**config.mk**
```make
export PLATFORM = sky130hd
export DESIGN_NAME = board_input_conditioner_flat
export DESIGN_NICKNAME = d
export VERILOG_FILES = /design/src/rtl/board_input_conditioner_if.sv /design/src/rtl/board_input_conditioner.sv /design/src/flat_wrapper.sv
export SDC_FILE = /design/constraint.sdc
export NUM_CORES = 1
export LEC_CHECK = 0
export BUFFER_PORTS_ARGS = -buffer_cell sky130_fd_sc_hd__buf_4
export CORE_ASPECT_RATIO = 1.25
export CORE_MARGIN = 10
export CORE_UTILIZATION = 60
export CTS_CLUSTER_DIAMETER = 60
export CTS_CLUSTER_SIZE = 28
export DETAILED_ROUTE_END_ITERATION = 10
export GPL_ROUTABILITY_DRIVEN = 0
export GPL_TIMING_DRIVEN = 0
export PLACE_DENSITY_LB_ADDON = 0.12
export SETUP_SLACK_MARGIN = 0.5
export SYNTH_ARGS = -nofsm -noshare
export SYNTH_HDL_FRONTEND = slang
export SYNTH_SLANG_ARGS = --single-unit
```
**constraint.sdc**
```tcl
create_clock -name clock -period 4.9 [get_ports clock]
set_input_delay 0.49 -clock clock [delete_from_list [all_inputs] [get_ports clock]]
set_output_delay 0.49 -clock clock [all_outputs]
set_load 0.005 [all_outputs]
```
**src/rtl/board_input_conditioner_if.sv**
```systemverilog
// Pin-side bundle for board_input_conditioner: raw pins in, conditioned levels and strobes out.
// The change_irq/change_irq_clear pair exists only when BOARD_INPUT_CHANGE_IRQ_EN is defined.
interface board_input_conditioner_if #(
    parameter int NUM_INPUTS = 3
);
    logic [NUM_INPUTS-1:0] raw_input;
    logic [NUM_INPUTS-1:0] clean_output;
    logic [NUM_INPUTS-1:0] rise_pulse;
    logic [NUM_INPUTS-1:0] fall_pulse;
    logic                  soc_reset;
    logic                  clock_enable;
`ifdef BOARD_INPUT_CHANGE_IRQ_EN
    logic                  change_irq;
    logic                  change_irq_clear;

    modport master (
        output raw_input, change_irq_clear,
        input  clean_output, rise_pulse, fall_pulse, soc_reset, clock_enable, change_irq
    );
    modport slave (
        input  raw_input, change_irq_clear,
        output clean_output, rise_pulse, fall_pulse, soc_reset, clock_enable, change_irq
    );
`else
    modport master (
        output raw_input,
        input  clean_output, rise_pulse, fall_pulse, soc_reset, clock_enable
    );
    modport slave (
        input  raw_input,
        output clean_output, rise_pulse, fall_pulse, soc_reset, clock_enable
    );
`endif
endinterface

```
**src/rtl/board_input_conditioner.sv**
```systemverilog
// Synchronise/debounce board pins, emit edge strobes, stretch the SoC reset and divide a clock enable.
// Optional sticky change interrupt is built when BOARD_INPUT_CHANGE_IRQ_EN is defined.
module board_input_conditioner #(
    parameter int NUM_INPUTS        = 3,
    parameter int SYNC_STAGES       = 2,
    parameter int DEBOUNCE_CYCLES   = 16,
    parameter int RESET_CHANNEL     = 0,
    parameter int RESET_HOLD_CYCLES = 8,
    parameter int CLOCK_DIVIDER     = 2
) (
    input logic clock,
    input logic reset,
    board_input_conditioner_if.slave bus
);
    localparam int DW = $clog2(DEBOUNCE_CYCLES + 1);
    localparam int HW = $clog2(RESET_HOLD_CYCLES + 1);
    localparam int CW = (CLOCK_DIVIDER > 1) ? $clog2(CLOCK_DIVIDER) : 1;
    localparam logic [DW-1:0] DB_LAST   = DW'(DEBOUNCE_CYCLES - 1);
    localparam logic [HW-1:0] HOLD_LAST = HW'(RESET_HOLD_CYCLES - 1);
    localparam logic [CW-1:0] DIV_LAST  = CW'(CLOCK_DIVIDER - 1);

    logic [NUM_INPUTS-1:0] sync_pipe [SYNC_STAGES];
    logic [NUM_INPUTS-1:0] sync;
    logic [DW-1:0]         db_cnt [NUM_INPUTS];
    logic [NUM_INPUTS-1:0] clean;
    logic [NUM_INPUTS-1:0] rise;
    logic [NUM_INPUTS-1:0] fall;
    logic [HW-1:0]         hold_cnt;
    logic                  soc_reset;
    logic [CW-1:0]         div_cnt;
    logic                  clock_enable;

    always_ff @(posedge clock) begin
        if (reset) begin
            for (int s = 0; s < SYNC_STAGES; s++) sync_pipe[s] <= '0;
        end else begin
            sync_pipe[0] <= bus.raw_input;
            for (int s = 1; s < SYNC_STAGES; s++) sync_pipe[s] <= sync_pipe[s-1];
        end
    end

    assign sync = sync_pipe[SYNC_STAGES-1];

    // A mismatch must persist DEBOUNCE_CYCLES consecutive cycles; any agreement restarts the count.
    always_ff @(posedge clock) begin
        if (reset) begin
            clean <= '0;
            rise  <= '0;
            fall  <= '0;
            for (int i = 0; i < NUM_INPUTS; i++) db_cnt[i] <= '0;
        end else begin
            for (int i = 0; i < NUM_INPUTS; i++) begin
                rise[i] <= 1'b0;
                fall[i] <= 1'b0;
                if (sync[i] == clean[i]) begin
                    db_cnt[i] <= '0;
                end else if (db_cnt[i] == DB_LAST) begin
                    db_cnt[i] <= '0;
                    clean[i]  <= sync[i];
                    rise[i]   <= sync[i];
                    fall[i]   <= ~sync[i];
                end else begin
                    db_cnt[i] <= db_cnt[i] + 1'b1;
                end
            end
        end
    end

    always_ff @(posedge clock) begin
        if (reset || clean[RESET_CHANNEL]) begin
            soc_reset <= 1'b1;
            hold_cnt  <= '0;
        end else if (soc_reset) begin
            if (hold_cnt == HOLD_LAST) begin
                soc_reset <= 1'b0;
                hold_cnt  <= '0;
            end else begin
                hold_cnt <= hold_cnt + 1'b1;
            end
        end
    end

    // Free-running divider; deliberately unaffected by soc_reset.
    always_ff @(posedge clock) begin
        if (reset) begin
            div_cnt      <= '0;
            clock_enable <= 1'b0;
        end else if (div_cnt == DIV_LAST) begin
            div_cnt      <= '0;
            clock_enable <= 1'b1;
        end else begin
            div_cnt      <= div_cnt + 1'b1;
            clock_enable <= 1'b0;
        end
    end

    assign bus.clean_output = clean;
    assign bus.rise_pulse   = rise;
    assign bus.fall_pulse   = fall;
    assign bus.soc_reset    = soc_reset;
    assign bus.clock_enable = clock_enable;

`ifdef BOARD_INPUT_CHANGE_IRQ_EN
    logic change_irq;

    always_ff @(posedge clock) begin
        if (reset) begin
            change_irq <= 1'b0;
        end else if ((|rise) || (|fall)) begin
            change_irq <= 1'b1;
        end else if (bus.change_irq_clear) begin
            change_irq <= 1'b0;
        end
    end

    assign bus.change_irq = change_irq;
`endif
endmodule
```
**src/flat_wrapper.sv**
```systemverilog
// flat-port wrapper written by rule: the top's interface ports become plain ports
module board_input_conditioner_flat 
#(
    parameter int NUM_INPUTS        = 3,
    parameter int SYNC_STAGES       = 2,
    parameter int DEBOUNCE_CYCLES   = 16,
    parameter int RESET_CHANNEL     = 0,
    parameter int RESET_HOLD_CYCLES = 8,
    parameter int CLOCK_DIVIDER     = 2
)
  (clock, reset, bus_raw_input, bus_clean_output, bus_rise_pulse, bus_fall_pulse, bus_soc_reset, bus_clock_enable);
  board_input_conditioner_if #(.NUM_INPUTS(NUM_INPUTS)) bus_i ();
  input logic clock;
  input logic reset;
  input wire logic [$bits(bus_i.raw_input)-1:0] bus_raw_input;
  output wire logic [$bits(bus_i.clean_output)-1:0] bus_clean_output;
  output wire logic [$bits(bus_i.rise_pulse)-1:0] bus_rise_pulse;
  output wire logic [$bits(bus_i.fall_pulse)-1:0] bus_fall_pulse;
  output wire logic [$bits(bus_i.soc_reset)-1:0] bus_soc_reset;
  output wire logic [$bits(bus_i.clock_enable)-1:0] bus_clock_enable;
  assign bus_i.raw_input = bus_raw_input;
  assign bus_clean_output = bus_i.clean_output;
  assign bus_rise_pulse = bus_i.rise_pulse;
  assign bus_fall_pulse = bus_i.fall_pulse;
  assign bus_soc_reset = bus_i.soc_reset;
  assign bus_clock_enable = bus_i.clock_enable;
  board_input_conditioner #(.NUM_INPUTS(NUM_INPUTS), .SYNC_STAGES(SYNC_STAGES), .DEBOUNCE_CYCLES(DEBOUNCE_CYCLES), .RESET_CHANNEL(RESET_CHANNEL), .RESET_HOLD_CYCLES(RESET_HOLD_CYCLES), .CLOCK_DIVIDER(CLOCK_DIVIDER)) u_core (.clock(clock), .reset(reset), .bus(bus_i));
endmodule
```
* Word-level counts from Yosys, hierarchy flattened *
Memories as Yosys holds them, arrays and structs flattened.
Index checks and enable logic that the tools add are counted.

word-level totals
  bits in registers = 16
  bits in latches = 0
  memory bits (writable) = 21
  ROM bits = 0
  input port bits = 5
  output and inout bits = 11
  word-level logic and storage cells = 106
  memories kept = 2

operators by class
  add/sub/neg operators = 5
  multipliers = 0
  div/mod/pow operators = 0
  magnitude comparators = 0
  equal/unequal tests = 7
  shifts and indexed selects = 0
  mux-type cells = 51
  bitwise logic cells = 20
  reduce and logical (&&, ||, !) cells = 8

memory list
  memory            depth  bits a word  rd ports  clocked after Yosys merged registers in  write ports  RTL line                       source
  u_core.db_cnt     3      5            3         0                                        3            board_input_conditioner.sv:24  logic [DW-1:0] db_cnt [NUM_INPUTS];
  u_core.sync_pipe  2      3            2         0                                        2            board_input_conditioner.sv:22  logic [NUM_INPUTS-1:0] sync_pipe [SYNC_STAGES];

operators by type and width
  cell                                                             number
  5-bit two-way mux                                                9
  1-bit two-way mux                                                39
  5-bit by 1-bit adder with 5-bit output, second input constant    3
  5-bit by 4-bit == test with 1-bit output, second input constant  3
  1-bit OR                                                         11
  1-bit NOT                                                        9
  3-bit OR reduction                                               3
  3-bit two-way mux                                                2
  2-bit AND reduction                                              3
  4-bit by 1-bit adder with 4-bit output, second input constant    1
  4-bit by 3-bit == test with 1-bit output, second input constant  1
  4-bit two-way mux                                                1
  1-bit == test                                                    3
  2-bit OR reduction                                               1
  1-bit adder, second input constant                               1
  1-bit logical OR                                                 1

* Longest topological paths before layout *
Gate-level depths: netlist (run 1).

  word-level depth = 7
  gate-level depth with buffers = 5
  gate-level depth less buffers = 5

* Least setup slack after synthesis (run 1) *
No wires, ideal clock.

  kind = register -> register
  from = memory u_core.db_cnt[0][0] (netlist bit)
  to = memory u_core.db_cnt[0][2] (netlist bit), data pin
  library setup time = 0.135 ns
  data arrival time = 1.547 ns
  data required time = 4.765 ns
  path slack = 3.218 ns
  stages on the path, launching flop included = 6
  buffers on the path = 0
  clock period less this slack = 1.682 ns
  cell sequence = edfxtp_1 > ha_1 > and3_1 > ha_1 > or3_4 > nor2_2

RTL lines
  item             RTL line
  start, declared  board_input_conditioner.sv:24

==> results.yml, run 1 <==
floorplan:
  start_util_pct: 61.9
  coreArea_mm2: 0.00240
  die_h_um: 75.7
  die-area_mm2: 0.00488
  die_w_um: 64.5
  rows: 20
  io_pins: 16
synth:
  synthCells: 121
  synth_top_family_by_area: "simple AND/OR/NAND/NOR gates"
  synth_warnings: 0
  synth_enable_flop_cells: 15
  synthAdderAreaFrac_pct: 5.89
  yosys.area_share.xor_xnor_pct: 5.89
  ys_seq_area_share_pct: 59.9
  synth_compound_area_share_pct: 2.02
  synthMuxAreaShare_pct: 2.69
  synth_cell_types: 26
  yosys.area_share.simple_pct: 20.6
  avgSynthCellArea_um2: 12.3
  synth_ff_type: "dfxtp_1"
  netlist_area_mm2: 0.00149
  ys_seq_elements: 37
  async_flop_share_pct: 0
sta:
  final_max_slew_viol_count: 0
  setup_tns_ns: 0
  holdWs_ns: 0.381
  fin_crit_ns: 1.80
  final-setup-viol-count: 0
  finalCritPeriodShare_pct: 36.7
  fmax_ghz: 0.556
  worst_clock_skew_ns: 0.0122
  hold_viol: 0
  rsz0062_at_grt: "no"
setup_path:
  start_kind: "flop"
  critPathCaptureType: "flop"
  worstPathRequired_ns: 5.09
  cp.arrival_ns: 1.99
  timing.rr.end: "u_core.db_cnt[0][3]$_SDFFCE_PN0P_"
  crit_start: "u_core.db_cnt[0][0]$_SDFFCE_PN0P_"
  r2r_start: "u_core.db_cnt[0][0]$_SDFFCE_PN0P_"
  reg2regPathDepth: 5
  setup.worst_path.class: "reg2reg"
  cp_max_fo: 5
  rrSetupSlack_ns: 3.10
pwr:
  power_uw: 509
  vdd_drop_max_mv: 0.260
  p_per_area_mw_per_mm2: 292
  p_leak_uw: 0.000714
clock_tree:
  cts_max_level: 2
  cts_made_buffers: 5
  cts_root_buf: "clkbuf_4"
  cts_tree: "built"
  cts-resized-gates: 0
  clk_path_buf_depth: 2
  holdBufCountCts: 0
  clock_insertion_delay_worst_skew_ns: 0.33
  cts_sinks: 37
  cts_setup_buffers: 0
  clkTransAtPathRegs_ns: 0.09
job:
  cap_violations: 0
detailed_routing:
  dr.pass1.iters: 4
  vias: 912
  drt_iter0_drc: 9
  avgRoutedWirePerCell_um: 11.6
  routed_via_density: 4.77
  drtAntennaViolNets: 0
  drc: 0
  wl_um: 2210
layout:
  area_growth_pct: 17.2
  final_area_mm2: 0.00174
  utilization_pct: 72.6
  diodes: 0
  nFillCells: 173
  layout_commonest_cell: "dfxtp_1"
  mostFrequentLayoutCells: "22 x dfxtp_1, 15 x buf_4, 15 x edfxtp_1, 15 x conb_1, 14 x nor2_1"
  drive_above_1_share_pct: 19.6
  layout.nets: 169
global_routing:
  grt_pass1_vias: 903
  grt_max_degree: 12
  grt_first_pass_wirelength_um: 3750
  overflow: 0
  antenna_found_initial: 0
  grt_util_all_layers_pct: 9.88
hold_path:
  hp-class: "in2reg"
  whs_path_depth: 2
  worstHoldStart: "bus_raw_input[1]"
  whs_endpoint: "u_core.sync_pipe[0][1]$_SDFF_PP0_"
placed_design:
  place_area_mm2: 0.00169
  portBuffers: 15
  dp_hpwl_um: 1700
outcome:
  outcome: "completed"
-- cell families (layout without fill, tap and decap cells) --
family | count (synthesis) | in the layout
simple gates | 50 | 50
flops | 37 | 37
xor+xnor | 10 | 10
buf+inv | 9 | 32
fa+ha+maj | 7 | 7
mux | 4 | 4
compound gates | 3 | 3
other cells | 1 | 15
-- critical path, stage by stage, from the launching register on --
cell	delay (ns)
edfxtp_1	0.44
ha_1	0.25
and3_1	0.20
ha_1	0.25
or3_4	0.43
nor2_2	0.11
-- per-layer routing --
layer / track usage [%] / wire length, um / vias up
li1: - / - / 477
met1: 10.1 / 957 / 413
met2: 16.9 / 1070 / 17
met3: 3.97 / 146 / 5
met4: 5.71 / 38 / 0
met5: 0 / 0 / -
-- registers in the layout (all words and copies together), names as in the netlist --
name and cells:
u_core.bus.clock_enable 1, u_core.db_cnt 15, u_core.bus.fall_pulse 3, u_core.bus.rise_pulse 3, u_core.bus.clean_output 3, u_core.sync_pipe 6
u_core.bus.soc_reset 1, u_core.div_cnt 1, u_core.hold_cnt 4
-- cell usage after synthesis, types with 2 or more instances --
library cell   n  area share, %
dfxtp_1       22             30
edfxtp_1      15             30
nor2_1        14            3.5
ha_1           7            5.9
nor2b_1        7            2.9
inv_1          6            1.5
nor4bb_1       6            4.0
xnor2_1        6            3.5
nor2_2         5            2.1
mux2i_1        4            2.7
xor2_1         4            2.4
and3_1         3            1.3
nand3_1        3            1.0
or3_4          3            2.3
clkbuf_1       2           0.50
nand2_1        2           0.50
nand3b_1       2            1.0
nor3_1         2           0.67
-- where the power goes --
part	leakage (uW)	internal (uW)	switching (uW)
clock	0.0000269	55.2	86.9
sequential	0.000334	331	7.57
combinational	0.000353	13.7	14.4
total	0.000714	400	109
-- through the flow --
step | setup slack [ns] | std cells
global placement | 3.15 | 183
detailed placement | 3.12 | 183
global route | 3.01 | 191
finish | 3.10 | 191
floorplan | 3.22 | 135
CTS | 3.09 | 191
-- worst max-delay path by stage --
stage,end,cells after the start,slack [ns]
finish,u_core.db_cnt[0][3]$_SDFFCE_PN0P_,5,3.10
global route,u_core.db_cnt[1][0]$_SDFFCE_PN0P_,5,3.01
CTS,u_core.db_cnt[0][3]$_SDFFCE_PN0P_,5,3.09
detailed placement,u_core.db_cnt[1][1]$_SDFFCE_PN0P_,5,3.12
global placement,u_core.db_cnt[0][2]$_SDFFCE_PN0P_,5,3.15
floorplan,u_core.db_cnt[0][2]$_SDFFCE_PN0P_,5,3.22
-- layout make-up --
type,count,area (um^2),area share [%]
Sequential cell,37,891,51.1
Clock buffer,7,45.0,2.58
Buffer,3,18.8,1.08
Tap cell,33,41.3,2.37
Clock inverter,1,3.75,0.215
Inverter,6,22.5,1.29
Timing Repair Buffer,15,113,6.46
Multi-Input combinational cell,89,608,34.9
No activity file was read; power rests on OpenSTA's default activity.
==> run 2, diff against run 1 <==
--- a/config.mk
+++ b/config.mk
@@ -8,7 +8,7 @@
 export BUFFER_PORTS_ARGS = -buffer_cell sky130_fd_sc_hd__buf_4
 export CORE_ASPECT_RATIO = 1.25
 export CORE_MARGIN = 10
-export CORE_UTILIZATION = 60
+export CORE_UTILIZATION = 56
 export CTS_CLUSTER_DIAMETER = 60
 export CTS_CLUSTER_SIZE = 28
 export DETAILED_ROUTE_END_ITERATION = 10
==> constraint.sdc (replaced) <==
create_clock -name clock -period 1.85 [get_ports clock]
set_input_delay 0.185 -clock clock [delete_from_list [all_inputs] [get_ports clock]]
set_output_delay 0.185 -clock clock [all_outputs]
set_load 0.005 [all_outputs]
==> run 2 against run 1 <==
Combinational power grew to 3.7 times the previous value. Count of clock-buffer cells in the layout is the same. Core utilization is 8.7 points higher. Setup slack got worse by 2.9 ns. Sequential cell count did not move. Critical path depth is the same.
==> results.yml, run 2 (same netlist as run 1, synthesis figures left out) <==
outcome:
  outcome: "completed"
detailed_routing:
  avgRoutedWirePerCell_um: 13.5
  wl_um: 2770
  dr.pass1.iters: 4
  routed_via_density: 4.92
  drc: 0
  drt_iter0_drc: 23
  drtAntennaViolNets: 0
  vias: 1013
setup_path:
  cpMaxStageDelayCell: "edfxtp_1"
  r2r_start: "u_core.db_cnt[1][1]$_SDFFCE_PN0P_"
  crit_family: "simple AND/OR/NAND/NOR gates"
  worstPathCellList: "ha_2, and3_4, ha_4, or3_4, nor2_2"
  crit_buf_inv: 0
  start_kind: "flop"
  cp_max_fo: 5
  rrSetupSlack_ns: 0.23
  reg2regPathDepth: 5
  critPathCaptureType: "flop"
  cp.arrival_ns: 1.84
  timing.rr.end: "u_core.db_cnt[1][1]$_SDFFCE_PN0P_"
  worstPathRequired_ns: 2.07
  slowest_delay_ns: 0.42
  setup.worst_path.class: "reg2reg"
pwr:
  p_sw_share_pct: 23.4
  seq_power_share_pct: 64.0
  share_comb_of_total_power_pct: 7.4
  p_int_uw: 1080
  pwr-share-clk_pct: 28.5
  p_leak_uw: 0.000785
  p_per_area_mw_per_mm2: 698
  vdd_drop_max_mv: 0.547
  p_sw_uw: 329
placed_design:
  portBuffers: 15
  dp_hpwl_um: 1820
  place_area_mm2: 0.00175
  dp_cells: 183
sta:
  finalCritPeriodShare_pct: 87.5
  tightest_slew_ns: 0.701
  final-setup-viol-count: 0
  setup_tns_ns: 0
  worst_clock_skew_ns: 0.0183
  fmax_ghz: 0.618
  relSlewSlack_pct: 53.3
  final_max_slew_viol_count: 0
  hold_viol: 0
  rsz0062_at_grt: "yes"
  fin_crit_ns: 1.62
clock_tree:
  cts_made_buffers: 5
  cts_max_level: 2
  clk_path_buf_depth: 2
  clock_insertion_delay_worst_skew_ns: 0.35
  cts_tree: "built"
  cts_root_buf: "clkbuf_4"
  holdBufCountCts: 0
  cts_sinks: 37
  clkTransAtPathRegs_ns: 0.12
global_routing:
  antenna_found_initial: 0
  grt_pass1_vias: 1051
  grt_util_all_layers_pct: 11.5
  overflow: 0
  grt_max_degree: 12
  grt_first_pass_wirelength_um: 4510
layout:
  register_area_um2: 891
  layout_commonest_cell: "buf_4"
  nFillCells: 144
  drive_above_1_share_pct: 38.7
  area_growth_pct: 35.2
  mostFrequentLayoutCells: "29 x buf_4, 22 x dfxtp_1, 15 x edfxtp_1, 15 x conb_1, 10 x nor2_2"
  final_area_mm2: 0.00201
  diodes: 0
  largest_reg_flops: 15
  multi_input_area_um2: 761
  instances_no_fill: 206
  top_regs: "u_core.db_cnt: 15 flops, u_core.sync_pipe: 6 flops, u_core.hold_cnt: 4 flops"
  regMostFlops: "u_core.db_cnt"
  layout.nets: 184
floorplan:
  io_pins: 16
  die_h_um: 77.6
  die-area_mm2: 0.00513
  coreArea_mm2: 0.00248
  start_util_pct: 60.1
  rows: 20
  die_w_um: 66.1
job:
  cap_violations: 0
hold_path:
  whs_path_depth: 2
  whs_endpoint: "u_core.sync_pipe[0][1]$_SDFF_PP0_"
  hp-class: "in2reg"
  worstHoldStart: "bus_raw_input[1]"
## run 2: cell types whose count changed in the layout (fill, tap and decap cells not counted), sizes merged
cell / delta
buf: +15
## run 2: metal layers
metal	up-vias	share of wire (%)	track usage [%]
li1	504	-	-
met1	482	40	10.7
met2	20	53	19.8
met3	7	4.1	4.17
met4	0	2.9	8.19
met5	-	0	0
## run 2: worst max-delay path by stage
stage                                                 start                                end  slack (ns)  cells after the start
final                     u_core.db_cnt[1][1]$_SDFFCE_PN0P_  u_core.db_cnt[1][1]$_SDFFCE_PN0P_        0.23                      5
after global routing      u_core.db_cnt[1][1]$_SDFFCE_PN0P_  u_core.db_cnt[1][0]$_SDFFCE_PN0P_        0.18                      5
after CTS                 u_core.db_cnt[1][0]$_SDFFCE_PN0P_  u_core.db_cnt[1][2]$_SDFFCE_PN0P_        0.25                      5
after detailed placement  u_core.db_cnt[2][0]$_SDFFCE_PN0P_  u_core.db_cnt[2][0]$_SDFFCE_PN0P_        0.21                      5
after global placement    u_core.db_cnt[0][0]$_SDFFCE_PN0P_  u_core.db_cnt[0][0]$_SDFFCE_PN0P_        0.24                      5
after floorplan           u_core.db_cnt[0][0]$_SDFFCE_PN0P_  u_core.db_cnt[0][0]$_SDFFCE_PN0P_        0.29                      5
## run 2: power groups by stage
stage	clock network, uW	logic, uW	registers, uW
6_report	401	105	899
5_1_grt	445	118	903
4_1_cts	410	92.1	898
3_5_place_dp	0	81.0	917
3_3_place_gp	0	74.3	914
2_1_floorplan	0	58.2	911
## run 2: area by class of cell
class	count	share of cell area, %
clock buffers	7	2.24
well taps	33	2.05
inverters	6	1.12
repair buffers	30	11.4
clock inverters	1	0.187
flip-flops and latches	37	44.3
plain buffers	3	0.933
multi-input cells	89	37.8
## run 2: stage by stage
| step | setup slack (ns) | power (uW) | utilization (%) | hold slack, ns |
|---|---|---|---|---|
| floorplan | 0.289 | 970 | - | 0.263 |
| global placement | 0.238 | 988 | 70.8 | 0.393 |
| detailed placement | 0.213 | 998 | 70.8 | 0.400 |
| CTS | 0.253 | 1400 | 76.9 | 0.0468 |
| global route | 0.178 | 1470 | 81.2 | 0.0477 |
| finish | 0.231 | 1400 | 81.2 | 0.0584 |
## run 2: repair_timing
item / 4_1_cts / 5_1_grt
buffers inserted: 10 / 5
pin swaps: 10 / 8
resized for setup: 5 / 13
setup endpoints to repair: 17 / 24
